### src/rtl/exec_pkg.sv
// Shared opcode, FSM-state and width definitions for the execute/writeback stage.
package exec_pkg;

  localparam int unsigned DATA_W_DEF = 8;
  localparam int unsigned ADDR_W_DEF = 4;

  typedef enum logic [3:0] {
    OpAdd   = 4'd0,
    OpSub   = 4'd1,
    OpAnd   = 4'd2,
    OpOr    = 4'd3,
    OpXor   = 4'd4,
    OpNor   = 4'd5,
    OpSlt   = 4'd6,
    OpSll   = 4'd7,
    OpSrl   = 4'd8,
    OpPassb = 4'd9,
    OpMul   = 4'd10
  } alu_op_e;

  typedef enum logic {
    StIdle,
    StMulBusy
  } state_e;

endpackage

### src/rtl/alu_comb.sv
// Combinational single-cycle ALU; multiply is handled iteratively by the parent stage.
module alu_comb
  import exec_pkg::*;
#(
  parameter int unsigned DATA_W = DATA_W_DEF
) (
  input  logic [3:0]        alu_op,
  input  logic [DATA_W-1:0] a,
  input  logic [DATA_W-1:0] b,
  output logic [DATA_W-1:0] result,
  output logic              carry,
  output logic              carry_upd,
  output logic              op_valid
);

  localparam int unsigned SHIFT_W = $clog2(DATA_W);

  logic [DATA_W:0] sum;
  logic [DATA_W:0] diff;

  assign sum  = {1'b0, a} + {1'b0, b};
  // Top bit of the widened difference is the unsigned borrow.
  assign diff = {1'b0, a} - {1'b0, b};

  always_comb begin
    result    = '0;
    carry     = 1'b0;
    carry_upd = 1'b0;
    op_valid  = 1'b1;
    case (alu_op_e'(alu_op))
      OpAdd: begin
        result    = sum[DATA_W-1:0];
        carry     = sum[DATA_W];
        carry_upd = 1'b1;
      end
      OpSub: begin
        result    = diff[DATA_W-1:0];
        carry     = diff[DATA_W];
        carry_upd = 1'b1;
      end
      OpAnd:   result = a & b;
      OpOr:    result = a | b;
      OpXor:   result = a ^ b;
      OpNor:   result = ~(a | b);
      OpSlt:   result = {{(DATA_W-1){1'b0}}, ($signed(a) < $signed(b))};
      OpSll:   result = a << b[SHIFT_W-1:0];
      OpSrl:   result = a >> b[SHIFT_W-1:0];
      OpPassb: result = b;
      default: op_valid = 1'b0;
    endcase
  end

endmodule

### src/rtl/execute_writeback_stage.sv
// Execute stage: single-cycle ALU ops, iterative shift-add multiply, registered
// register-file write port and zero/carry flags.
module execute_writeback_stage
  import exec_pkg::*;
#(
  parameter int unsigned DATA_W     = DATA_W_DEF,
  parameter int unsigned ADDR_W     = ADDR_W_DEF,
  parameter int unsigned MUL_CYCLES = DATA_W
) (
  input  logic              clk,
  input  logic              rst,
  input  logic              in_valid,
  output logic              in_ready,
  input  logic [3:0]        alu_op,
  input  logic [DATA_W-1:0] reg_read_data_1,
  input  logic [DATA_W-1:0] reg_read_data_2,
  input  logic [DATA_W-1:0] imm,
  input  logic              use_imm,
  input  logic              wb_en_in,
  input  logic [ADDR_W-1:0] wb_dest_in,
  output logic              reg_write_en,
  output logic [ADDR_W-1:0] reg_write_dest,
  output logic [DATA_W-1:0] reg_write_data,
  output logic              zero_flag,
  output logic              carry_flag,
  output logic              busy
);

  localparam int unsigned CNT_W = $clog2(MUL_CYCLES);
  localparam logic [CNT_W-1:0] CNT_LAST = CNT_W'(MUL_CYCLES - 1);

  state_e state_q, state_d;
  logic [DATA_W-1:0] mul_a_q, mul_a_d, mul_b_q, mul_b_d, prod_q, prod_d, prod_next;
  logic [CNT_W-1:0]  cnt_q, cnt_d;
  logic [ADDR_W-1:0] mdest_q, mdest_d, wdest_q, wdest_d;
  logic              mwb_q, mwb_d, we_q, we_d;
  logic [DATA_W-1:0] wdata_q, wdata_d;
  logic              zero_q, zero_d, carry_q, carry_d;

  logic [DATA_W-1:0] op_b, alu_result;
  logic              alu_carry, alu_carry_upd, alu_op_valid;

  assign op_b = use_imm ? imm : reg_read_data_2;

  alu_comb #(
    .DATA_W(DATA_W)
  ) u_alu (
    .alu_op   (alu_op),
    .a        (reg_read_data_1),
    .b        (op_b),
    .result   (alu_result),
    .carry    (alu_carry),
    .carry_upd(alu_carry_upd),
    .op_valid (alu_op_valid)
  );

  always_comb begin
    state_d   = state_q;
    mul_a_d   = mul_a_q;
    mul_b_d   = mul_b_q;
    prod_d    = prod_q;
    cnt_d     = cnt_q;
    mdest_d   = mdest_q;
    mwb_d     = mwb_q;
    we_d      = 1'b0;
    wdest_d   = wdest_q;
    wdata_d   = wdata_q;
    zero_d    = zero_q;
    carry_d   = carry_q;
    prod_next = prod_q + (mul_b_q[0] ? mul_a_q : '0);
    case (state_q)
      StIdle: begin
        if (in_valid) begin
          if (alu_op_e'(alu_op) == OpMul) begin
            mul_a_d = reg_read_data_1;
            mul_b_d = op_b;
            mdest_d = wb_dest_in;
            mwb_d   = wb_en_in;
            prod_d  = '0;
            cnt_d   = '0;
            state_d = StMulBusy;
          end else begin
            wdata_d = alu_result;
            wdest_d = wb_dest_in;
            we_d    = wb_en_in && (wb_dest_in != '0) && alu_op_valid;
            zero_d  = (alu_result == '0);
            if (alu_carry_upd) carry_d = alu_carry;
          end
        end
      end
      StMulBusy: begin
        prod_d  = prod_next;
        mul_a_d = mul_a_q << 1;
        mul_b_d = mul_b_q >> 1;
        cnt_d   = cnt_q + 1'b1;
        // Final iteration retires straight onto the write port.
        if (cnt_q == CNT_LAST) begin
          state_d = StIdle;
          wdata_d = prod_next;
          wdest_d = mdest_q;
          we_d    = mwb_q && (mdest_q != '0);
          zero_d  = (prod_next == '0);
        end
      end
      default: state_d = StIdle;
    endcase
  end

  always_ff @(posedge clk or posedge rst) begin
    if (rst) begin
      state_q <= StIdle;
      mul_a_q <= '0;
      mul_b_q <= '0;
      prod_q  <= '0;
      cnt_q   <= '0;
      mdest_q <= '0;
      mwb_q   <= 1'b0;
      we_q    <= 1'b0;
      wdest_q <= '0;
      wdata_q <= '0;
      zero_q  <= 1'b0;
      carry_q <= 1'b0;
    end else begin
      state_q <= state_d;
      mul_a_q <= mul_a_d;
      mul_b_q <= mul_b_d;
      prod_q  <= prod_d;
      cnt_q   <= cnt_d;
      mdest_q <= mdest_d;
      mwb_q   <= mwb_d;
      we_q    <= we_d;
      wdest_q <= wdest_d;
      wdata_q <= wdata_d;
      zero_q  <= zero_d;
      carry_q <= carry_d;
    end
  end

  assign in_ready       = (state_q == StIdle);
  assign busy           = (state_q == StMulBusy);
  assign reg_write_en   = we_q;
  assign reg_write_dest = wdest_q;
  assign reg_write_data = wdata_q;
  assign zero_flag      = zero_q;
  assign carry_flag     = carry_q;

endmodule

### config.mk
export PLATFORM = sky130hd
export DESIGN_NAME = execute_writeback_stage
export DESIGN_NICKNAME = d
export VERILOG_FILES = /design/src/rtl/exec_pkg.sv /design/src/rtl/alu_comb.sv /design/src/rtl/execute_writeback_stage.sv
export SDC_FILE = /design/constraint.sdc
export NUM_CORES = 1
export LEC_CHECK = 0
export BUFFER_PORTS_ARGS = -buffer_cell sky130_fd_sc_hd__buf_4
export CAP_MARGIN = 0
export CORE_AREA = 4 4 109 111
export CTS_CLUSTER_DIAMETER = 200
export DETAILED_ROUTE_END_ITERATION = 7
export DIE_AREA = 0 0 113 115
export GPL_TIMING_DRIVEN = 1
export PLACE_DENSITY = 0.63
export SYNTH_ARGS = -nofsm -noshare
export SYNTH_HDL_FRONTEND = slang
export SYNTH_SLANG_ARGS = --single-unit
### constraint.sdc
create_clock -name clk -period 2.91 [get_ports clk]
set_input_delay 0.582 -clock clk [delete_from_list [all_inputs] [get_ports clk]]
set_output_delay 0.582 -clock clk [all_outputs]
set_load 0.01 [all_outputs]
==> results.yml, run 1 <==
global_routing:
  grt.overflow.total: 0
  grt_pass1_vias: 4305
  global_route.usage.total_pct: 22.31
  antenna_found_initial: 0
  grt_max_degree: 51
  grt_pass1_wl_um: 22890
pwr:
  power_density_mw_per_mm2: 580.7
  power.ir.vdd_worst_mv: 0.4060
  leakagePower_nw: 2.513
worst_setup_path:
  critical_path_buf_inv_count: 3
  critical_path_cell_count: 12
  cp_top_family: "compound AO/OA/AOI/OAI gates"
  cp.arrival_ps: 3060
  reg2reg_depth: 10
  type_of_the_worst_setup_path: "input port to flop"
  r2r_path_end: "reg_write_data[6]"
  endpoint: "reg_write_data[7]"
  end_kind: "flop"
  cp_slowest_stage_delay_ps: 580
  path_cells: "buf_8 -> buf_4 -> buf_4 -> mux2i_1 -> ha_1 -> a221oi_1 -> a211o_1 -> o21ai_0 -> a21oi_1 -> nand3_1 -> o21ai_0 -> o21ai_0"
  startpoint: "use_imm"
  cp_slowest_cell: "sky130_fd_sc_hd__mux2i_1"
  worstPathMaxFanout: 8
  cp_data_required_time_ps: 3110
  reg2reg_slack_ps: 210
  crit_path_frequent_cell: "sky130_fd_sc_hd__o21ai_0"
  setup_crit_start_kind: "input port"
  timing.rr.start: "mul_b_q[0]"
clock_tree:
  tritoncts_clock_tree: "done"
  cts.clk_slew.worst_paths_ps: 100
  h-tree-depth: 2
  cts_buffer_depth: 2
  holdBufCountCts: 0
  cts_root_buf: "sky130_fd_sc_hd__clkbuf_8"
  clock_latency_ps: 310
  cts_inserted_buffers: 5
  clock-sinks: 48
timing:
  final_critical_path_share_of_the_clock_period_pct: 98.23
  worst_pin_slew_ps: 1043
  setup_viol: 0
  fin_skew_ps: 11.96
  timing.final.hold_violations: 0
  slew_viol_final: 0
  timing.fmax_mhz: 349.8
  final.hold.worst_slack_ps: 493.6
  crit_path_time_final_ps: 2859
  rsz0062_at_grt: "no"
  worst_slew_margin_rel_pct: 30.34
synthesis:
  postSynthAreaPerCell_um2: 8.208
  post_synth_inst_count: 527
  yosys_register_bits: 48
  synth_enable_flop_cells: 0
  yosys_warnings: 0
  synthesis.nets: 602
  postSynth.topFlopCell: "sky130_fd_sc_hd__dfrtp_1"
  mappedNetlistArea_mm2: 0.004325
  synth_cell_types: 69
  synth_sequential_area_ratio_pct: 27.77
  async_reset_ff_share_pct: 100.0
floorplanning:
  initial_utilization_pct: 40.08
  coreArea_mm2: 0.01079
  floorplan.rows: 38
  pin_count: 54
  fp.dieArea_mm2: 0.01300
  die_x_um: 113
  die_h_um: 115
drt:
  vias_per_cell: 5.636
  drt-pass1-iter-count: 5
  initialDrtViolationCount: 327
  route.vias.total: 4283
  post_detailed_route_wirelength_per_cell_um: 18.84
  routed_wirelength_um: 14320
  drt_drc_violations_left: 0
  drt.antenna.violating_nets: 0
place:
  placement.io_buffers: 53
  detailedPlacementHpwl_um: 11410
  post-place-cells: 751
  globalplace.congestion: 0.9977
outcome:
  outcome: "completed"
final_layout:
  most-common-layout-cells: "116 x sky130_fd_sc_hd__buf_4, 61 x sky130_fd_sc_hd__nand2_1, 54 x sky130_fd_sc_hd__nor2_1"
  layoutNonFillerInstCount: 760
  layout.area.seq_mm2: 0.001201
  n_fill_cell: 1065
  flow.area_growth_from_synthesis_pct: 25.83
  drive_above_1_share_pct: 25.65
  area_of_the_multi_input_gates_mm2: 0.002973
  post-route-util_pct: 50.43
  diodes: 0
  layout_commonest_cell: "sky130_fd_sc_hd__buf_4"
  final_nets: 694
job:
  max_cap_violations: 0
hold_path:
  min_path_type: "flop to flop"
==> Yosys cell counts (4+ instances only) <==
library cell	count	area [µm²]
sky130_fd_sc_hd__nand3_1	12	60.06
sky130_fd_sc_hd__clkbuf_1	26	97.59
sky130_fd_sc_hd__nor2b_1	8	50.05
sky130_fd_sc_hd__and2_1	7	43.79
sky130_fd_sc_hd__a21o_1	7	52.55
sky130_fd_sc_hd__mux2i_4	4	90.09
sky130_fd_sc_hd__o22ai_1	5	31.28
sky130_fd_sc_hd__dfrtp_1	48	1201
sky130_fd_sc_hd__nor3_1	7	35.03
sky130_fd_sc_hd__xor2_1	4	35.03
sky130_fd_sc_hd__a221oi_1	5	43.79
sky130_fd_sc_hd__ha_1	35	437.9
sky130_fd_sc_hd__inv_1	20	75.07
sky130_fd_sc_hd__nand2b_1	5	31.28
sky130_fd_sc_hd__mux2i_1	21	210.2
sky130_fd_sc_hd__o221ai_1	6	52.55
sky130_fd_sc_hd__nor2_1	54	202.7
sky130_fd_sc_hd__nor4_1	4	25.02
sky130_fd_sc_hd__a21oi_1	45	225.2
sky130_fd_sc_hd__o21ai_0	48	240.2
sky130_fd_sc_hd__o211ai_1	7	52.55
sky130_fd_sc_hd__nand4_1	4	25.02
sky130_fd_sc_hd__mux2_2	7	78.83
sky130_fd_sc_hd__nand2_1	61	229.0
==> power by group <==
part / internal (mW) / switching [mW]
Clock: 0.259 / 0.242
Combinational: 0.693 / 0.847
Sequential: 0.922 / 0.197
Total: 1.87 / 1.29
==> cells by family after synthesis <==
| group | synth area share [%] |
|---|---|
| buffers and inverters | 5.323 |
| AND/OR/NAND/NOR | 19.44 |
| adder cells (fa/ha/maj) | 11.51 |
| XOR/XNOR | 1.417 |
| multiplexers | 9.286 |
| flip-flops | 27.77 |
| AO/OA/AOI/OAI | 25.25 |
==> area by class of cell <==
| type | count | share of cell area, % |
|---|---|---|
| clock inverter | 3 | 0.8506 |
| clock buffer | 5 | 1.264 |
| timing repair buffer | 117 | 16.28 |
| sequential | 48 | 22.07 |
| tap | 140 | 3.218 |
| inverter | 24 | 1.701 |
| multi-input combinational | 423 | 54.62 |
==> stage by stage <==
stage	area (µm²)	setup slack (ps)	TNS, ps	power (mW)
after floorplan	4388	-168.2	-392.4	2.029
after global placement	5288	-304.8	-1106	2.617
after detailed placement	5288	-318.6	-1367	2.656
after CTS	5403	47.60	0	3.167
after global routing	5443	0.5096	0	3.426
final	5443	51.38	0	3.161
==> worst reg2reg max path, delay by kind of cell (launching register included) <==
family	cells	cell delay, ps
compound gates	5	710
fa+ha+maj	2	630
flops	1	470
xor+xnor	1	360
mux	1	220
simple gates	1	200
==> worst min-delay path by stage <==
stage / from / end / slack [ps] / cells after the start
floorplan: mul_b_q[1] / mul_b_q[0] / 450 / 2
global placement: mul_b_q[2] / mul_b_q[1] / 470 / 2
detailed placement: reg_write_dest[0] / reg_write_dest[0] / 470 / 2
CTS: reg_write_dest[0] / reg_write_dest[0] / 500 / 2
global route: wb_dest_in[0] / mdest_q[0] / 500 / 2
finish: reg_write_dest[0] / reg_write_dest[0] / 490 / 2
==> state kept, by name (all words and copies together), names as in the netlist <==
register and count:
busy 1, carry_flag 1, cnt_q 3, mdest_q 4
mul_a_q 8, mul_b_q 8, mwb_q 1, prod_q 8
reg_write_data 8, reg_write_dest 4, reg_write_en 1, zero_flag 1
==> layer usage <==
metal | vias to the layer above | part of all wire [%] | global-route usage (%)
li1 | 2093 | - | -
met1 | 2034 | 47 | 32.15
met4 | 0 | 2.0 | 6.090
met3 | 23 | 5.1 | 3.105
met2 | 133 | 46 | 35.19
met5 | - | 0 | 0
==> what timing repair did <==
action,CTS,global route
setup buffers,0,1
pin swaps,0,2
resized for setup,1,6
endpoints found under the setup margin,1,5
Note: power is estimated with default switching activity, not from simulation.
==> inputs of run 2 (changes only) <==
--- a/config.mk
+++ b/config.mk
@@ -7,10 +7,10 @@
 export LEC_CHECK = 0
 export BUFFER_PORTS_ARGS = -buffer_cell sky130_fd_sc_hd__buf_4
 export CAP_MARGIN = 0
-export CORE_AREA = 4 4 109 111
+export CORE_AREA = 4 4 90 135
 export CTS_CLUSTER_DIAMETER = 200
 export DETAILED_ROUTE_END_ITERATION = 7
-export DIE_AREA = 0 0 113 115
+export DIE_AREA = 0 0 94 139
 export GPL_TIMING_DRIVEN = 1
 export PLACE_DENSITY = 0.63
 export SYNTH_ARGS = -nofsm -noshare
==> constraint.sdc (replaced) <==
create_clock -name clk -period 3.2 [get_ports clk]
set_input_delay 0.64 -clock clk [delete_from_list [all_inputs] [get_ports clk]]
set_output_delay 0.64 -clock clk [all_outputs]
set_load 0.01 [all_outputs]
==> run 2 against run 1 <==
- via count up 0.61%
- non-clock buffer count shrank 20
- sequential power down 9.8%
- power fell by 3.3%
- count of clock-buffer cells in the layout stayed put
- critical path type unchanged
- register-to-register slack improved by 270 ps
- routed wire length up 3.3%
- critical path depth is 1 higher
- sequential cell count unchanged
- worst hold slack worse by 10 ps
==> results.yml, run 2 (synthesized netlist as in run 1, its figures left out) <==
worst_setup_path:
  worstPathMaxFanout: 7
  cp.arrival_ps: 3240
  end_kind: "flop"
  type_of_the_worst_setup_path: "input port to flop"
  setup_crit_start_kind: "input port"
  reg2reg_depth: 10
  cp_data_required_time_ps: 3370
job:
  max_cap_violations: 0
timing:
  setup_viol: 0
  worst_slew_margin_rel_pct: 14.92
  timing.final.hold_violations: 0
  timing.fmax_mhz: 325.1
  worst_pin_slew_ps: 1263
  final_critical_path_share_of_the_clock_period_pct: 96.12
  slew_viol_final: 0
  fin_skew_ps: 6.824
  crit_path_time_final_ps: 3076
  final.hold.worst_slack_ps: 483.2
  rsz0062_at_grt: "no"
  setup_total_negative_slack_ps: 0
clock_tree:
  cts_buffer_depth: 2
  tritoncts_clock_tree: "done"
  cts.clk_slew.worst_paths_ps: 70
  cts_root_buf: "sky130_fd_sc_hd__clkbuf_16"
  post_cts_buffers: 0
  clock_latency_ps: 290
  clock-sinks: 48
  cts_inserted_buffers: 5
  h-tree-depth: 2
drt:
  drt-pass1-iter-count: 5
  routed_wirelength_um: 14790
  route.vias.total: 4309
  vias_per_cell: 5.768
  drt_drc_violations_left: 0
  initialDrtViolationCount: 258
  post_detailed_route_wirelength_per_cell_um: 19.80
  drt.antenna.violating_nets: 0
final_layout:
  final_nets: 674
  fin_area_mm2: 0.005334
  flow.area_growth_from_synthesis_pct: 23.32
  most-common-layout-cells: "97 x sky130_fd_sc_hd__buf_4, 61 x sky130_fd_sc_hd__nand2_1, 54 x sky130_fd_sc_hd__nor2_1"
  drive_above_1_share_pct: 23.00
  layoutNonFillerInstCount: 747
  n_fill_cell: 1107
  layout_commonest_cell: "sky130_fd_sc_hd__buf_4"
  diodes: 0
global_routing:
  grt_max_degree: 49
  grt_pass1_wl_um: 23600
  global_route.usage.total_pct: 23.35
  antenna_found_initial: 0
  grt.overflow.total: 0
  grt_pass1_vias: 4381
floorplanning:
  pin_count: 54
  fp.dieArea_mm2: 0.01307
  die_h_um: 139
  die_x_um: 94
  coreArea_mm2: 0.01094
  floorplan.rows: 47
  initial_utilization_pct: 39.54
pwr:
  power_density_mw_per_mm2: 573.1
  leakagePower_nw: 2.432
  power.ir.vdd_worst_mv: 0.6618
place:
  detailedPlacementHpwl_um: 11830
  globalplace.congestion: 0.9906
  post-place-cells: 739
  placement.io_buffers: 53
  placement.cell_area_mm2: 0.005121
hold_path:
  min_path_type: "flop to flop"
  holdPathStages: 2
outcome:
  outcome: "completed"
==> run 2: path summary, 6_finish.rpt <==
kind / startpoint / slack [ps] / end
worst min-delay path: mul_b_q[4] / 480 / mul_b_q[3]
min in group asynchronous: rst / 600 / reg_write_data[7]
max in group asynchronous: rst / 1980 / mul_b_q[6]
worst max-delay path: use_imm / 120 / reg_write_data[7]
worst max register to register: mul_b_q[0] / 480 / reg_write_data[6]
worst min register to register: mul_b_q[4] / 480 / mul_b_q[3]
==> run 2: layout make-up <==
| type | count | area (µm²) | area share [%] |
|---|---|---|---|
| Clock buffer | 5 | 125.1 | 2.346 |
| Timing Repair Buffer | 97 | 728.2 | 13.65 |
| Clock inverter | 3 | 68.82 | 1.290 |
| Inverter | 24 | 92.59 | 1.736 |
| Sequential cell | 48 | 1201 | 22.52 |
| Multi-Input combinational cell | 423 | 2934 | 55.01 |
| Tap cell | 147 | 183.9 | 3.448 |
==> run 2: repair_timing <==
action | in CTS | in global routing
gates resized for setup | 0 | 5
hold buffers | 0 | 0
endpoints found under the setup margin | 0 | 2
==> run 2: worst max-delay path, cell delays in order <==
cell                      delay [ps]
sky130_fd_sc_hd__buf_4           120
sky130_fd_sc_hd__buf_4           170
sky130_fd_sc_hd__mux2i_2         280
sky130_fd_sc_hd__ha_1            310
sky130_fd_sc_hd__buf_4           180
sky130_fd_sc_hd__or3_1           350
sky130_fd_sc_hd__o21ai_0          80
sky130_fd_sc_hd__a31oi_1         120
sky130_fd_sc_hd__a22o_1          270
sky130_fd_sc_hd__o21ai_0         250
sky130_fd_sc_hd__nand3_1         190
sky130_fd_sc_hd__o21ai_1         190
sky130_fd_sc_hd__o21ai_0         100
==> run 2: metrics by stage <==
step / worst slack (ps) / power [mW] / utilization (%)
after floorplan: 19.60 / 1.832 / -
after global placement: -186.0 / 2.352 / 46.82
after detailed placement: -218.8 / 2.382 / 46.82
after CTS: 81.96 / 3.073 / 48.59
after global routing: 8.288 / 3.274 / 48.76
final: 124.1 / 3.057 / 48.76
==> run 2: power breakdown <==
group          switching (mW)  internal (mW)
clock                   0.229          0.450
combinational           0.769          0.602
sequential              0.165          0.840
==> run 2: layer usage <==
layer	share of wire [%]	vias to the layer above	GRT usage, %	wire (µm)
met1	36	2037	25.17	5387
met2	53	151	42.16	7847
met4	6.6	0	14.92	973
met5	0	-	0	0
li1	-	2059	-	-
met3	3.9	62	2.389	582
==> inputs of run 3 (changes only) <==
--- a/config.mk
+++ b/config.mk
@@ -7,12 +7,13 @@
 export LEC_CHECK = 0
 export BUFFER_PORTS_ARGS = -buffer_cell sky130_fd_sc_hd__buf_4
 export CAP_MARGIN = 0
-export CORE_AREA = 4 4 90 135
+export CORE_AREA = 4 4 92 138
 export CTS_CLUSTER_DIAMETER = 200
 export DETAILED_ROUTE_END_ITERATION = 7
-export DIE_AREA = 0 0 94 139
+export DIE_AREA = 0 0 96 142
 export GPL_TIMING_DRIVEN = 1
-export PLACE_DENSITY = 0.63
+export PLACE_DENSITY = 0.62
 export SYNTH_ARGS = -nofsm -noshare
 export SYNTH_HDL_FRONTEND = slang
+export SYNTH_HIERARCHICAL = 1
 export SYNTH_SLANG_ARGS = --single-unit
==> run 3 against run 2 <==
- fmax increased by 1.7%
- clock skew increased by 2.4 ps
- synthesized cell count decreased by 3.8%
- count of clock-buffer cells in the layout unchanged
- register-to-register slack improved by 130 ps
- die area increased by 4.3%
- clock power decreased by 10%
- sequential power about the same
- synthesized area increased by 4.2%
- utilization increased by 0.090 points
- critical path type unchanged
==> results.yml, run 3 <==
place:
  detailedPlacementHpwl_um: 11170
  placement.io_buffers: 53
  globalplace.congestion: 0.9568
  placement.cell_area_mm2: 0.005384
global_routing:
  grt_max_degree: 49
  global_route.usage.total_pct: 21.50
  grt_pass1_vias: 4171
  antenna_found_initial: 0
  grt_pass1_wl_um: 22430
  grt.overflow.total: 0
synthesis:
  postSynthAreaPerCell_um2: 8.892
  async_reset_ff_share_pct: 100.0
  synth_cell_types: 75
  yosys_warnings: 6
  yosys.cell_count.top_type: "sky130_fd_sc_hd__dfrtp_1"
  synthesis.nets: 581
  post_synth_inst_count: 507
  postSynth.topFlopCell: "sky130_fd_sc_hd__dfrtp_1"
  synth.area.top_cells: "sky130_fd_sc_hd__dfrtp_1 27%, sky130_fd_sc_hd__ha_1 9.4%, sky130_fd_sc_hd__mux2i_1 6.9%"
  cell_types_with_the_highest_counts_after_synthesis: "48 x sky130_fd_sc_hd__dfrtp_1, 43 x sky130_fd_sc_hd__nand2_1, 37 x sky130_fd_sc_hd__o21ai_0"
  post_synthesis_cell_type_with_the_largest_combined_area: "sky130_fd_sc_hd__dfrtp_1"
  synth_largest_type_area_fraction_pct: 26.64
  synth_enable_flop_cells: 0
  mappedNetlistArea_mm2: 0.004508
  synth_sequential_area_ratio_pct: 26.64
  yosys_register_bits: 48
clock_tree:
  clock_latency_ps: 300
  h-tree-depth: 2
  tritoncts_clock_tree: "done"
  cts_inserted_buffers: 5
  clock-sinks: 48
  cts.clk_slew.worst_paths_ps: 70
  cts_buffer_depth: 2
  cts_root_buf: "sky130_fd_sc_hd__clkbuf_16"
drt:
  vias_per_cell: 5.621
  initialDrtViolationCount: 199
  drt.antenna.violating_nets: 0
  routed.top_layer: "met4"
  drt_drc_violations_left: 0
  drt-pass1-iter-count: 4
  route.met2.wl_um: 7427
  routed_wirelength_um: 14390
  route.vias.total: 4199
  met1_routed_length_um: 5689
  post_detailed_route_wirelength_per_cell_um: 19.26
  wl_met3_um: 444
worst_setup_path:
  reg2reg_slack_ps: 610
  type_of_the_worst_setup_path: "input port to flop"
  setup_crit_start_kind: "input port"
  worstPathMaxFanout: 8
  cp_slowest_cell: "sky130_fd_sc_hd__fa_1"
  cp_top_family: "compound AO/OA/AOI/OAI gates"
  end_kind: "flop"
  path_cells: "buf_6 -> mux2_2 -> ha_1 -> inv_1 -> fa_1 -> a21o_1 -> a21oi_2 -> o31ai_1 -> buf_4 -> a211o_1 -> o21bai_2 -> nor4_1 -> nand2_1 -> nor4_2 -> mux2i_1 -> o31ai_1"
  cp_data_required_time_ps: 3380
  cp.arrival_ps: 3200
  critical_path_buf_inv_count: 3
  crit_path_frequent_cell: "sky130_fd_sc_hd__o31ai_1"
  cp_slowest_stage_delay_ps: 390
final_layout:
  final_nets: 670
  post-route-util_pct: 48.85
  n_fill_cell: 1111
  flow.area_growth_from_synthesis_pct: 24.31
  drive_above_1_share_pct: 29.48
  most-common-layout-cells: "109 x sky130_fd_sc_hd__buf_4, 47 x sky130_fd_sc_hd__dfrtp_1, 43 x sky130_fd_sc_hd__nand2_1"
  fin_area_mm2: 0.005604
  layout_commonest_cell: "sky130_fd_sc_hd__buf_4"
  diodes: 0
floorplanning:
  die_x_um: 96
  fp.dieArea_mm2: 0.01363
  die_h_um: 142
  floorplan.rows: 48
  pin_count: 54
  initial_utilization_pct: 39.30
  coreArea_mm2: 0.01147
timing:
  rsz0062_at_grt: "no"
  timing.final.hold_violations: 0
  setup_viol: 0
  slew_viol_final: 0
  worst_pin_slew_ps: 1007
  final_critical_path_share_of_the_clock_period_pct: 94.48
  timing.fmax_mhz: 330.8
  crit_path_time_final_ps: 3023
  fin_skew_ps: 9.191
  worst_slew_margin_rel_pct: 32.75
pwr:
  power.ir.vdd_worst_mv: 0.5425
  power_density_mw_per_mm2: 552.5
  leakagePower_nw: 2.650
outcome:
  outcome: "completed"
job:
  max_cap_violations: 0
hold_path:
  min_path_type: "flop to flop"
==> run 3: worst paths after layout <==
check,start,end,depth (start not counted)
min,mul_a_q[5],mul_a_q[6],2
min reg2reg,mul_a_q[5],mul_a_q[6],2
max reg2reg,mul_b_q[0],zero_flag,8
max in group asynchronous,rst,busy,2
max,use_imm,zero_flag,16
min in group asynchronous,rst,mdest_q[2],2
==> run 3: worst min-delay path, stage by stage, from the launching register on <==
cell	delay (ps)
sky130_fd_sc_hd__dfrtp_1	350
sky130_fd_sc_hd__nand2_1	50
sky130_fd_sc_hd__o21ai_0	60
==> run 3: layout make-up <==
class	count	area, µm²	area share [%]
clock inverters	3	46.29	0.8261
multi-input cells	398	3074	54.86
well taps	150	187.7	3.349
flip-flops and latches	48	1202	21.46
inverters	32	127.6	2.277
clock buffers	5	125.1	2.233
repair buffers	111	840.8	15.00
==> run 3: layer usage <==
metal	vias up	track usage (%)
met5	-	0
met4	0	12.82
met3	38	2.011
met2	117	37.24
met1	2011	25.13
li1	2033	-
==> run 3: per-stage QoR <==
step	setup TNS [ps]	worst slack, ps	hold WS, ps	instances	power, mW
after CTS	0	26.17	495.1	746	3.105
after global placement	-831.3	-301.9	468.8	738	2.442
after floorplan	-128.4	-116.4	452.8	507	1.946
final	0	176.7	498.4	747	3.096
after detailed placement	-1021	-357.4	479.8	738	2.475
after global routing	0	23.12	533.5	747	3.322
==> run 3: logic make-up after synthesis <==
kind of cell               Yosys count  synth area share (%)
xor gates and xnor gates            10                 1.943
muxes                               57                 15.13
DFF                                 48                 26.64
and+or+nand+nor                    143                 16.71
buffers and inverters               61                 6.550
adders and majority gates           37                 10.77
AOI/OAI and AO/OA                  151                 22.26
==> run 3: timing repair <==
action	4_1_cts	5_1_grt
hold buffers	0	0
cloned	0	0
endpoints found under the setup margin	1	3
resized for setup	0	11
setup buffers	0	2
pin swaps	1	6
==> run 3: power breakdown <==
group	internal, mW	leakage (nW)	switching, mW
clock	0.371	0.0804	0.239
combinational	0.674	1.96	0.788
sequential	0.841	0.614	0.183
